<file path="src/rtl/mux_scan_ctrl.sv">
// mux_scan_ctrl
// Sequencer in front of a 4:1 select mux. It walks the select lines through
// channels 0,1,2,3 and holds each channel for DWELL_CYCLES clocks. It samples
// the mux output SETTLE_CYCLES clocks after each select change, then packs
// the four samples into a frame. It runs one frame at a time, or runs frames
// back to back when continuous is high.
//
// Ports:
//   clk          system clock, rising edge
//   rst_n        synchronous active-low reset
//   start        begin a scan (honoured only when idle)
//   continuous   sampled at the channel-3 end edge; 1 = start next frame
//   mux_out      output of the downstream 4:1 mux
//   s0, s1       mux select (s1:s0 = channel)
//   busy         high while scanning
//   sample_valid one-cycle pulse per captured channel
//   sample_ch    channel of the current sample
//   sample_bit   captured value
//   frame        last complete frame, frame[i] = sample of channel i
//   frame_valid  one-cycle pulse when frame updates
module mux_scan_ctrl #(
  parameter int DWELL_CYCLES  = 4,
  parameter int SETTLE_CYCLES = 1
) (
  input  logic       clk,
  input  logic       rst_n,
  input  logic       start,
  input  logic       continuous,
  input  logic       mux_out,
  output logic       s0,
  output logic       s1,
  output logic       busy,
  output logic       sample_valid,
  output logic [1:0] sample_ch,
  output logic       sample_bit,
  output logic [3:0] frame,
  output logic       frame_valid
);

  localparam logic [7:0] LAST_CNT   = 8'(DWELL_CYCLES - 1);
  localparam logic [7:0] SETTLE_CNT = 8'(SETTLE_CYCLES);

  typedef enum logic {IDLE = 1'b0, SCAN = 1'b1} state_t;

  state_t     state_q, state_d;
  logic [7:0] cnt_q, cnt_d;
  logic [1:0] ch_q, ch_d;
  logic [3:0] shadow_q, shadow_d;
  logic [3:0] frame_q, frame_d;
  logic       frame_valid_q, frame_valid_d;
  logic       sample_valid_q, sample_valid_d;
  logic [1:0] sample_ch_q, sample_ch_d;
  logic       sample_bit_q, sample_bit_d;
  logic       busy_q, busy_d;

  logic sample_now;
  logic dwell_end;
  logic frame_end;

  assign sample_now = (state_q == SCAN) && (cnt_q == SETTLE_CNT);
  assign dwell_end  = (state_q == SCAN) && (cnt_q == LAST_CNT);
  assign frame_end  = dwell_end && (ch_q == 2'd3);

  // State register: every flop in the block.
  always_ff @(posedge clk) begin
    if (!rst_n) begin
      state_q        <= IDLE;
      cnt_q          <= '0;
      ch_q           <= '0;
      shadow_q       <= '0;
      frame_q        <= '0;
      frame_valid_q  <= 1'b0;
      sample_valid_q <= 1'b0;
      sample_ch_q    <= '0;
      sample_bit_q   <= 1'b0;
      busy_q         <= 1'b0;
    end else begin
      state_q        <= state_d;
      cnt_q          <= cnt_d;
      ch_q           <= ch_d;
      shadow_q       <= shadow_d;
      frame_q        <= frame_d;
      frame_valid_q  <= frame_valid_d;
      sample_valid_q <= sample_valid_d;
      sample_ch_q    <= sample_ch_d;
      sample_bit_q   <= sample_bit_d;
      busy_q         <= busy_d;
    end
  end

  // Next state: dwell counter and channel pointer.
  always_comb begin
    state_d = state_q;
    cnt_d   = cnt_q;
    ch_d    = ch_q;
    case (state_q)
      IDLE: begin
        // ch stays 0 in IDLE, so the select lines idle at 00.
        cnt_d = '0;
        ch_d  = '0;
        if (start) state_d = SCAN;
      end
      SCAN: begin
        if (dwell_end) begin
          cnt_d = '0;
          if (ch_q == 2'd3) begin
            ch_d = '0;
            if (!continuous) state_d = IDLE;
          end else begin
            ch_d = ch_q + 2'd1;
          end
        end else begin
          cnt_d = cnt_q + 8'd1;
        end
      end
      default: state_d = IDLE;
    endcase
  end

  // Shadow capture: each bit is loaded only while its own channel is selected.
  generate
    for (genvar gi = 0; gi < 4; gi++) begin : g_shadow
      assign shadow_d[gi] = (sample_now && (ch_q == 2'(gi))) ? mux_out : shadow_q[gi];
    end
  endgenerate

  // Next values for the registered outputs.
  always_comb begin
    sample_valid_d = sample_now;
    sample_ch_d    = sample_now ? ch_q : sample_ch_q;
    sample_bit_d   = sample_now ? mux_out : sample_bit_q;
    frame_valid_d  = frame_end;
    // shadow_d already holds the channel-3 sample when it falls on the same
    // edge as the end of the frame (SETTLE_CYCLES == DWELL_CYCLES-1).
    frame_d        = frame_end ? shadow_d : frame_q;
    busy_d         = (state_d == SCAN);
  end

  assign s0           = ch_q[0];
  assign s1           = ch_q[1];
  assign busy         = busy_q;
  assign sample_valid = sample_valid_q;
  assign sample_ch    = sample_ch_q;
  assign sample_bit   = sample_bit_q;
  assign frame        = frame_q;
  assign frame_valid  = frame_valid_q;

endmodule

</file>
<file path="config.mk">
export PLATFORM = sky130hd
export DESIGN_NAME = mux_scan_ctrl
export DESIGN_NICKNAME = d
export VERILOG_FILES = /design/src/rtl/mux_scan_ctrl.sv
export SDC_FILE = /design/constraint.sdc
export NUM_CORES = 1
export LEC_CHECK = 0
export CELL_PAD_IN_SITES_DETAIL_PLACEMENT = 1
export CELL_PAD_IN_SITES_GLOBAL_PLACEMENT = 1
export CORE_ASPECT_RATIO = 1.25
export CORE_MARGIN = 3
export CORE_UTILIZATION = 43
export CTS_CLUSTER_DIAMETER = 200
export DETAILED_ROUTE_END_ITERATION = 6
export PLACE_DENSITY_LB_ADDON = 0.1
export SYNTH_ARGS = -nofsm -noshare
export SYNTH_HDL_FRONTEND = slang
export SYNTH_SLANG_ARGS = --single-unit
</file>
<file path="constraint.sdc">
create_clock -name clk -period 4.3 [get_ports clk]
set_input_delay 0.645 -clock clk [delete_from_list [all_inputs] [get_ports clk]]
set_output_delay 0.645 -clock clk [all_outputs]
set_load 0.03 [all_outputs]
</file>
Word-level counts from Yosys, hierarchy flattened
Index checks and enable logic that the tools add are counted.
{ "totals": {"ff_bits": 24, "mem_bits_rw": 0, "latchBits": 0, "inputBits": 5, "mem_bits_ro": 0, "wordCells": 40, "out_inout_bits": 12, "memories": 0} }
{ "classes": {"n_eq_ne": 6, "reduce_logical": 8, "magnitude_cmp": 0, "n_bitwise": 1, "shift": 0, "mux": 14, "div_mod_pow": 0, "n_mul": 0, "addsub": 2} }
{ "ops": {"columns": ["operator", "count"], "rows": [
  ["one-hot mux 8 bit (2 select lines)", 1],
  ["adder 8 x 1 -> 8 bit, second input constant", 1],
  ["equality test 8 x 1 -> 1 bit, second input constant", 1],
  ["equality test 8 x 2 -> 1 bit, second input constant", 1],
  ["two-way mux 1 bit", 8],
  ["two-way mux 8 bit", 1],
  ["logical AND 1 bit", 7],
  ["equality test 2 bit, second input constant", 2],
  ["two-way mux 2 bit", 2],
  ["one-hot mux 2 bit (2 select lines)", 1],
  ["adder 2 x 1 -> 2 bit, second input constant", 1],
  ["equality test 2 x 1 -> 1 bit, second input constant", 1],
  ["logical NOT 2 bit", 1],
  ["inequality test 2 x 1 -> 1 bit, second input constant", 1],
  ["one-hot mux 1 bit (2 select lines)", 1],
  ["NOT 1 bit", 1]
]} }

Logic depth before layout (Yosys ltp)
Gate-level depths: netlist of the first run.
{ "logic_depth": {"depth_word": 4, "depth_mapped": 6, "depth_no_buf": 5} }

Worst setup path before layout of the first run
No wires, ideal clock.
{ "synth_path": {"path_kind": "reg2reg", "startpoint": "reg, netlist name busy", "endpoint": "reg frame_q[0] (netlist: frame[0])", "path_stages_with_launch": 5, "path_buffers": 1, "arrival_ps": 1490, "period_less_slack_ps": 1624, "required_time_ps": 4167, "path_slack_ps": 2676, "path_cell_list": "dfxtp_1 -> or4bb_1 -> buf_2 -> o31ai_4 -> a311oi_1"} }
{ "synth_lines": {"columns": ["item", "line", "rtl"], "rows": [
  ["end signal: assignment", "82", "frame_q <= frame_d;"],
  ["end: declaration", "49", "logic [3:0] frame_q, frame_d;"]
]} }

Worst setup path after layout of the first run
{ "layout_path": {"startpoint": "reg cnt_q[0]", "endpoint": "reg frame_q[2] (netlist: frame[2])"} }
{ "layout_between": {"elab_chain_len": 4, "word_cells_on_any_way": 7, "cone_classes": "2 x eq/ne; 1 x mux; 4 x reduce/logical"} }
{ "layout_rtl": {"columns": ["item", "line", "rtl"], "rows": [
  ["start: declaration", "46", "logic [7:0] cnt_q, cnt_d;"],
  ["start signal: assignment", "79", "cnt_q <= cnt_d;"],
  ["equality test 8 x 1 -> 1 bit", "60", "assign sample_now = (state_q == SCAN) && (cnt_q == SETTLE_CNT);"],
  ["logical AND 1 bit", "60", null],
  ["logical AND 1 bit", "123", "assign shadow_d[gi] = (sample_now && (ch_q == 2'(gi))) ? mux_out : shadow_q[gi];"],
  ["two-way mux 1 bit", "123", null]
]} }
Several ways; a longest one is shown, not always the timed one.
A chain may end at the register's enable or synchronous reset.

==> impl_metrics.tcl, run 1 <==
set metrics [dict create \
    htreeDepth 1 \
    crit_type "reg2reg" \
    synthSimpleGateAreaFrac 0.1945 \
    cp-end-kind "flop" \
    critPathMaxStageDelay_ps 890 \
    synthMuxAreaShare 0.008791 \
    synth_cells 120 \
    maxSlewViolCount 0 \
    synth_seq_cells 24 \
    die_y_um 63.53 \
    hp-class "reg2reg" \
    grt_max_degree 16 \
    cts_buffers 3 \
    firstDrtPassIters 4 \
    multi_input_area_um2 580.6 \
    arrival_ps 2420 \
    synthXorXnorAreaFrac 0.02308 \
    crit_slowest_cell "nor4bb_1" \
    io_buffers 16 \
    synthAdderAreaFrac 0.06593 \
    drv_cap 0 \
    fillers 285 \
    clkLatencyLatePin_ps 310 \
    clk_pin_slew_worst_paths_ps 130 \
    relSlewSlack 0.2527 \
    io_pins 17 \
    cts_tree "done" \
    clk_path_buf_depth 2 \
    worstPathCellList "ha_1 -> nor4bb_1 -> nand4_1 -> a311oi_1" \
    viasPerCell 5.584 \
    grt_pass1_vias 1029 \
    ant_nets 0 \
    routed_wl_um 2662 \
    final_cell_mix "dfxtp_1, clkdlybuf4s50_1, a21oi_1, inv_1, o21ai_0" \
    fin_util 0.5394 \
    n_antenna_cell 0 \
    max_freq_ghz 0.4570 \
    core_area_um2 2477 \
    register_area_um2 480.5 \
    layout_commonest_cell "dfxtp_1" \
    hold_viol_final 0 \
    crit_required_ps 4530 \
    routedWlPerCell_um 16.04 \
    layout_min_cycle_time_ps 2188 \
    ys_warn_count 0 \
    antenna_found_initial 0 \
    power_uw 364.3 \
    ctsResizeCount 0 \
    ctsRootBufferMaster "clkbuf_4" \
    hpwl_um 2008 \
    initial_utilization 0.4596 \
    fin_setup_tns_ps 0 \
    worstSetupStartpointType "flop" \
    ctsHoldBuffers 0 \
    cp_num_buf_inv 0 \
    area_delta_synth_final_pct 17.36 \
    die_w_um 52.03 \
    track_usage 0.1880 \
    overflow 0 \
    synth_top_family_by_area "compound AO/OA/AOI/OAI gates" \
    synth_largest_area_cell "dfxtp_1" \
    drt-initial-drc-count 6 \
    synth_nets 131 \
    power_density_nw_per_um2 272.6 \
    setup_violations 0 \
    grt_pass1_wl_um 4747 \
    cp_max_fo 7 \
    synth_top_cell_area_share 0.4220 \
    yosysSeqAreaShare 0.4220 \
    skew_ps 3.561 \
    synth_area_leaders "dfxtp_1, ha_1, a21oi_1, o31ai_4, o21ai_0" \
    synthArstFlopShare 0 \
    synth_compound_area_frac 0.2176 \
    synth.avg_cell_area_um2 9.488 \
    peakVddDrop_uv 165.7 \
    synth_cell_types 32 \
    drive_gt1_frac 0.08271 \
    nNetsFinal 145 \
    clock-sinks 24 \
    min_period_over_period 0.5089 \
    synthFlopType "dfxtp_1" \
    grt_setup_unrepaired "false" \
    outcome "complete, no violations" \
    netlist_area_um2 1139 \
    synth_edf_count 0 \
    drc 0 \
    num_rows 20 \
    gp_congestion 0.7538 \
    dieArea_um2 3305 \
    tightestPinTransition_ps 1106 \
    cp_top_family "simple AND/OR/NAND/NOR gates" \
    p_leak_nw 0.4404 \
    vias 927 \
    cts_setup_buffers 0 \
]
## state kept, by name, indices dropped and copies added (netlist names)
register and count:
sample_ch 2, cnt_q 8, sample_bit 1, ch_q 2
frame_valid 1, busy 1, frame 4, shadow_q 4
sample_valid 1
## final timing paths
kind | endpoint | depth (start not counted) | slack [ps] | startpoint
hold / removal | shadow_q[2]$_SDFF_PN0_ | 2 | 480 | shadow_q[2]$_SDFF_PN0_
setup / recovery | frame[2]$_SDFFE_PN0P_ | 4 | 2110 | cnt_q[0]$_SDFF_PP0_
setup reg to reg | frame[2]$_SDFFE_PN0P_ | 4 | 2110 | cnt_q[0]$_SDFF_PP0_
hold reg to reg | shadow_q[2]$_SDFF_PN0_ | 2 | 480 | shadow_q[2]$_SDFF_PN0_
## cell usage after synthesis, drive strengths merged, types with 2 or more instances
library cell / instances
a21oi: 13
a311oi: 3
a31oi: 4
and2: 2
buf: 4
clkbuf: 3
dfxtp: 24
ha: 6
inv: 10
nand2: 2
nand3: 8
nand4: 6
nor2: 5
o21ai: 9
o31ai: 4
or3: 3
xor2: 2
## metal layers
metal  share of wire  vias to the layer above  global-route usage  routed length (µm)
li1                -                      463                   -                   -
met3           0.030                        6             0.03073                  80
met1            0.38                      444              0.2006                1008
met5               0                        -                   0                   0
met4           0.015                        0             0.07213                  39
met2            0.58                       14              0.3506                1534
## cell families (layout without fill, tap and decap cells)
family | Yosys count | after routing
buffers and inverters | 17 | 30
multiplexers | 1 | 1
XOR/XNOR | 3 | 3
AO/OA/AOI/OAI | 35 | 35
flip-flops | 24 | 24
AND/OR/NAND/NOR | 34 | 34
adder cells (fa/ha/maj) | 6 | 6
## worst min-delay path, stage by stage, from the launching register on
cell and delay [ps]:
dfxtp_1 350, o31ai_4 60, a21oi_1 50
## per-stage QoR
step / cells / instance area (µm²) / hold slack, ps / setup WS, ps
after floorplan: 120 / 1139 / 443.4 / 2676
after global placement: 162 / 1300 / 461.4 / 2303
after detailed placement: 162 / 1300 / 470.7 / 2170
after CTS: 166 / 1336 / 489.0 / 2093
after global routing: 166 / 1336 / 509.6 / 1825
final: 166 / 1336 / 485.0 / 2112
## report_power, final
| group | switching (mW) | internal, mW | total (mW) |
|---|---|---|---|
| registers | 0.00242 | 0.224 | 0.227 |
| logic | 0.0113 | 0.00822 | 0.0195 |
| clock network | 0.0664 | 0.0517 | 0.118 |
| total | 0.0801 | 0.284 | 0.364 |
## layout make-up
type	count	area share
Timing Repair Buffer	16	0.1199
Multi-Input combinational cell	79	0.4345
Tap cell	33	0.03090
Clock buffer	4	0.02715
Inverter	10	0.02809
Sequential cell	24	0.3596
Power figures use the tool's default switching activity.
==> run 2: changes to the inputs <==
--- a/config.mk
+++ b/config.mk
@@ -9,7 +9,7 @@
 export CELL_PAD_IN_SITES_GLOBAL_PLACEMENT = 1
 export CORE_ASPECT_RATIO = 1.25
 export CORE_MARGIN = 3
-export CORE_UTILIZATION = 43
+export CORE_UTILIZATION = 36
 export CTS_CLUSTER_DIAMETER = 200
 export DETAILED_ROUTE_END_ITERATION = 6
 export PLACE_DENSITY_LB_ADDON = 0.1
==> constraint.sdc (replaced) <==
create_clock -name clk -period 1.9 [get_ports clk]
set_input_delay 0.285 -clock clk [delete_from_list [all_inputs] [get_ports clk]]
set_output_delay 0.285 -clock clk [all_outputs]
set_load 0.03 [all_outputs]
==> impl_metrics.tcl, run 2 (synthesized netlist as in run 1, its figures left out) <==
set metrics [dict create \
    overflow 0 \
    drc 0 \
    power_density_nw_per_um2 595.5 \
    hold_viol_final 0 \
    cp-end-kind "primary output" \
    routedWlPerCell_um 14.80 \
    crit_required_ps 1620 \
    clk_pin_slew_worst_paths_ps 130 \
    whs_ps 477.0 \
    critPathMaxStageDelay_ps 710 \
    grt_pass1_wl_um 4360 \
    htreeDepth 1 \
    gp_congestion 0.7250 \
    clock-sinks 24 \
    crit_start "ch_q[1]$_SDFFE_PN0P_" \
    track_usage 0.1430 \
    fin_setup_tns_ps 0 \
    layout_min_cycle_time_ps 1770 \
    setup_violations 0 \
    routed_wl_um 2619 \
    die_y_um 68.88 \
    nNetsFinal 153 \
    relSlewSlack 0.6627 \
    min_from "shadow_q[3]$_SDFF_PN0_" \
    largest_reg_flops 8 \
    skew_ps 4.638 \
    n_antenna_cell 0 \
    hp-class "reg2reg" \
    cp_top_family "buffers and inverters" \
    tightestPinTransition_ps 502.2 \
    clkLatencyLatePin_ps 320 \
    worstPathCellList "clkdlybuf4s50_1" \
    max_freq_ghz 0.5649 \
    initial_utilization 0.3830 \
    r2r-start "cnt_q[1]$_SDFF_PP0_" \
    hpwl_um 2006 \
    area_delta_synth_final_pct 23.30 \
    arrival_ps 1490 \
    num_rows 22 \
    crit_type "reg2out" \
    grt_setup_unrepaired "false" \
    peakVddDrop_uv 359.4 \
    clk_path_buf_depth 2 \
    ant_nets 0 \
    final_cell_mix "dfxtp_1, clkdlybuf4s50_1, a21oi_1, inv_1, o21ai_0" \
    vias 946 \
    drv_cap 0 \
    layout_commonest_cell "dfxtp_1" \
    p_leak_nw 0.4822 \
    core_area_um2 2973 \
    antenna_found_initial 0 \
    dieArea_um2 3878 \
    viasPerCell 5.345 \
    crit_slowest_cell "clkdlybuf4s50_1" \
    io_pins 17 \
    firstDrtPassIters 4 \
    worstSetupStartpointType "flop" \
    outcome "complete, no violations" \
    io_buffers 16 \
    grt_pass1_vias 984 \
    ctsRootBufferMaster "clkbuf_4" \
    cp_max_fo 6 \
    min_period_over_period 0.9318 \
    drt-initial-drc-count 10 \
    regMostFlops "cnt_q" \
    cts_buffers 3 \
    cts_tree "done" \
    drive_gt1_frac 0.1418 \
    maxSlewViolCount 0 \
    ctsHoldBuffers 0 \
    die_w_um 56.30 \
    grt_max_degree 14 \
    cp_num_buf_inv 1 \
]
run 2: cell count changes in the layout (fill, tap and decap cells not counted), sizes merged:
cell	before	now
buf	0	8
run 2: final cells by class:
| type | count | area [µm²] |
|---|---|---|
| repair buffers | 24 | 220.2 |
| multi-input cells | 79 | 584.3 |
| flip-flops and latches | 24 | 480.5 |
| clock buffers | 4 | 36.28 |
| inverters | 10 | 37.54 |
| fillers | 356 | 1569 |
| well taps | 36 | 45.04 |
run 2: per-stage QoR:
stage               instances  cell area [µm²]  total power, mW  setup WS (ps)  utilization
floorplan                 120             1139           0.5470          276.5            -
global placement          173             1364           0.5718          211.3       0.4588
detailed placement        173             1364           0.5722          136.3       0.4588
CTS                       177             1400           0.8439          108.2       0.4710
global route              177             1404           0.8670          62.84       0.4722
finish                    177             1404           0.8360          129.7       0.4722
run 2: metal layers:
| metal | vias to the layer above | wire length (µm) | track usage |
|---|---|---|---|
| li1 | 476 | - | - |
| met1 | 452 | 1083 | 0.1506 |
| met2 | 13 | 1430 | 0.2895 |
| met3 | 5 | 66 | 0.01862 |
| met4 | 0 | 38 | 0.05341 |
| met5 | - | 0 | 0 |
run 2: worst paths after layout:
| kind | end | slack [ps] | depth (start not counted) |
|---|---|---|---|
| worst min register to register | shadow_q[3]$_SDFF_PN0_ | 480 | 2 |
| worst min-delay path | shadow_q[3]$_SDFF_PN0_ | 480 | 2 |
| worst max-delay path | s1 | 130 | 1 |
| worst max register to register | frame[1]$_SDFFE_PN0P_ | 250 | 5 |
run 2: power breakdown:
group | total, mW | leakage (nW) | switching, mW | internal (mW)
Combinational | 0.0513 | 0.267 | 0.0280 | 0.0233
Sequential | 0.510 | 0.194 | 0.00258 | 0.508
Clock | 0.274 | 0.0210 | 0.157 | 0.117
Total | 0.836 | 0.482 | 0.188 | 0.648
run 2: repair_timing:
item | in CTS | in global routing
hold endpoints to repair | 0 | 0
setup endpoints to repair | 0 | 6
buffers inserted | 0 | 0
resized for setup | 0 | 1
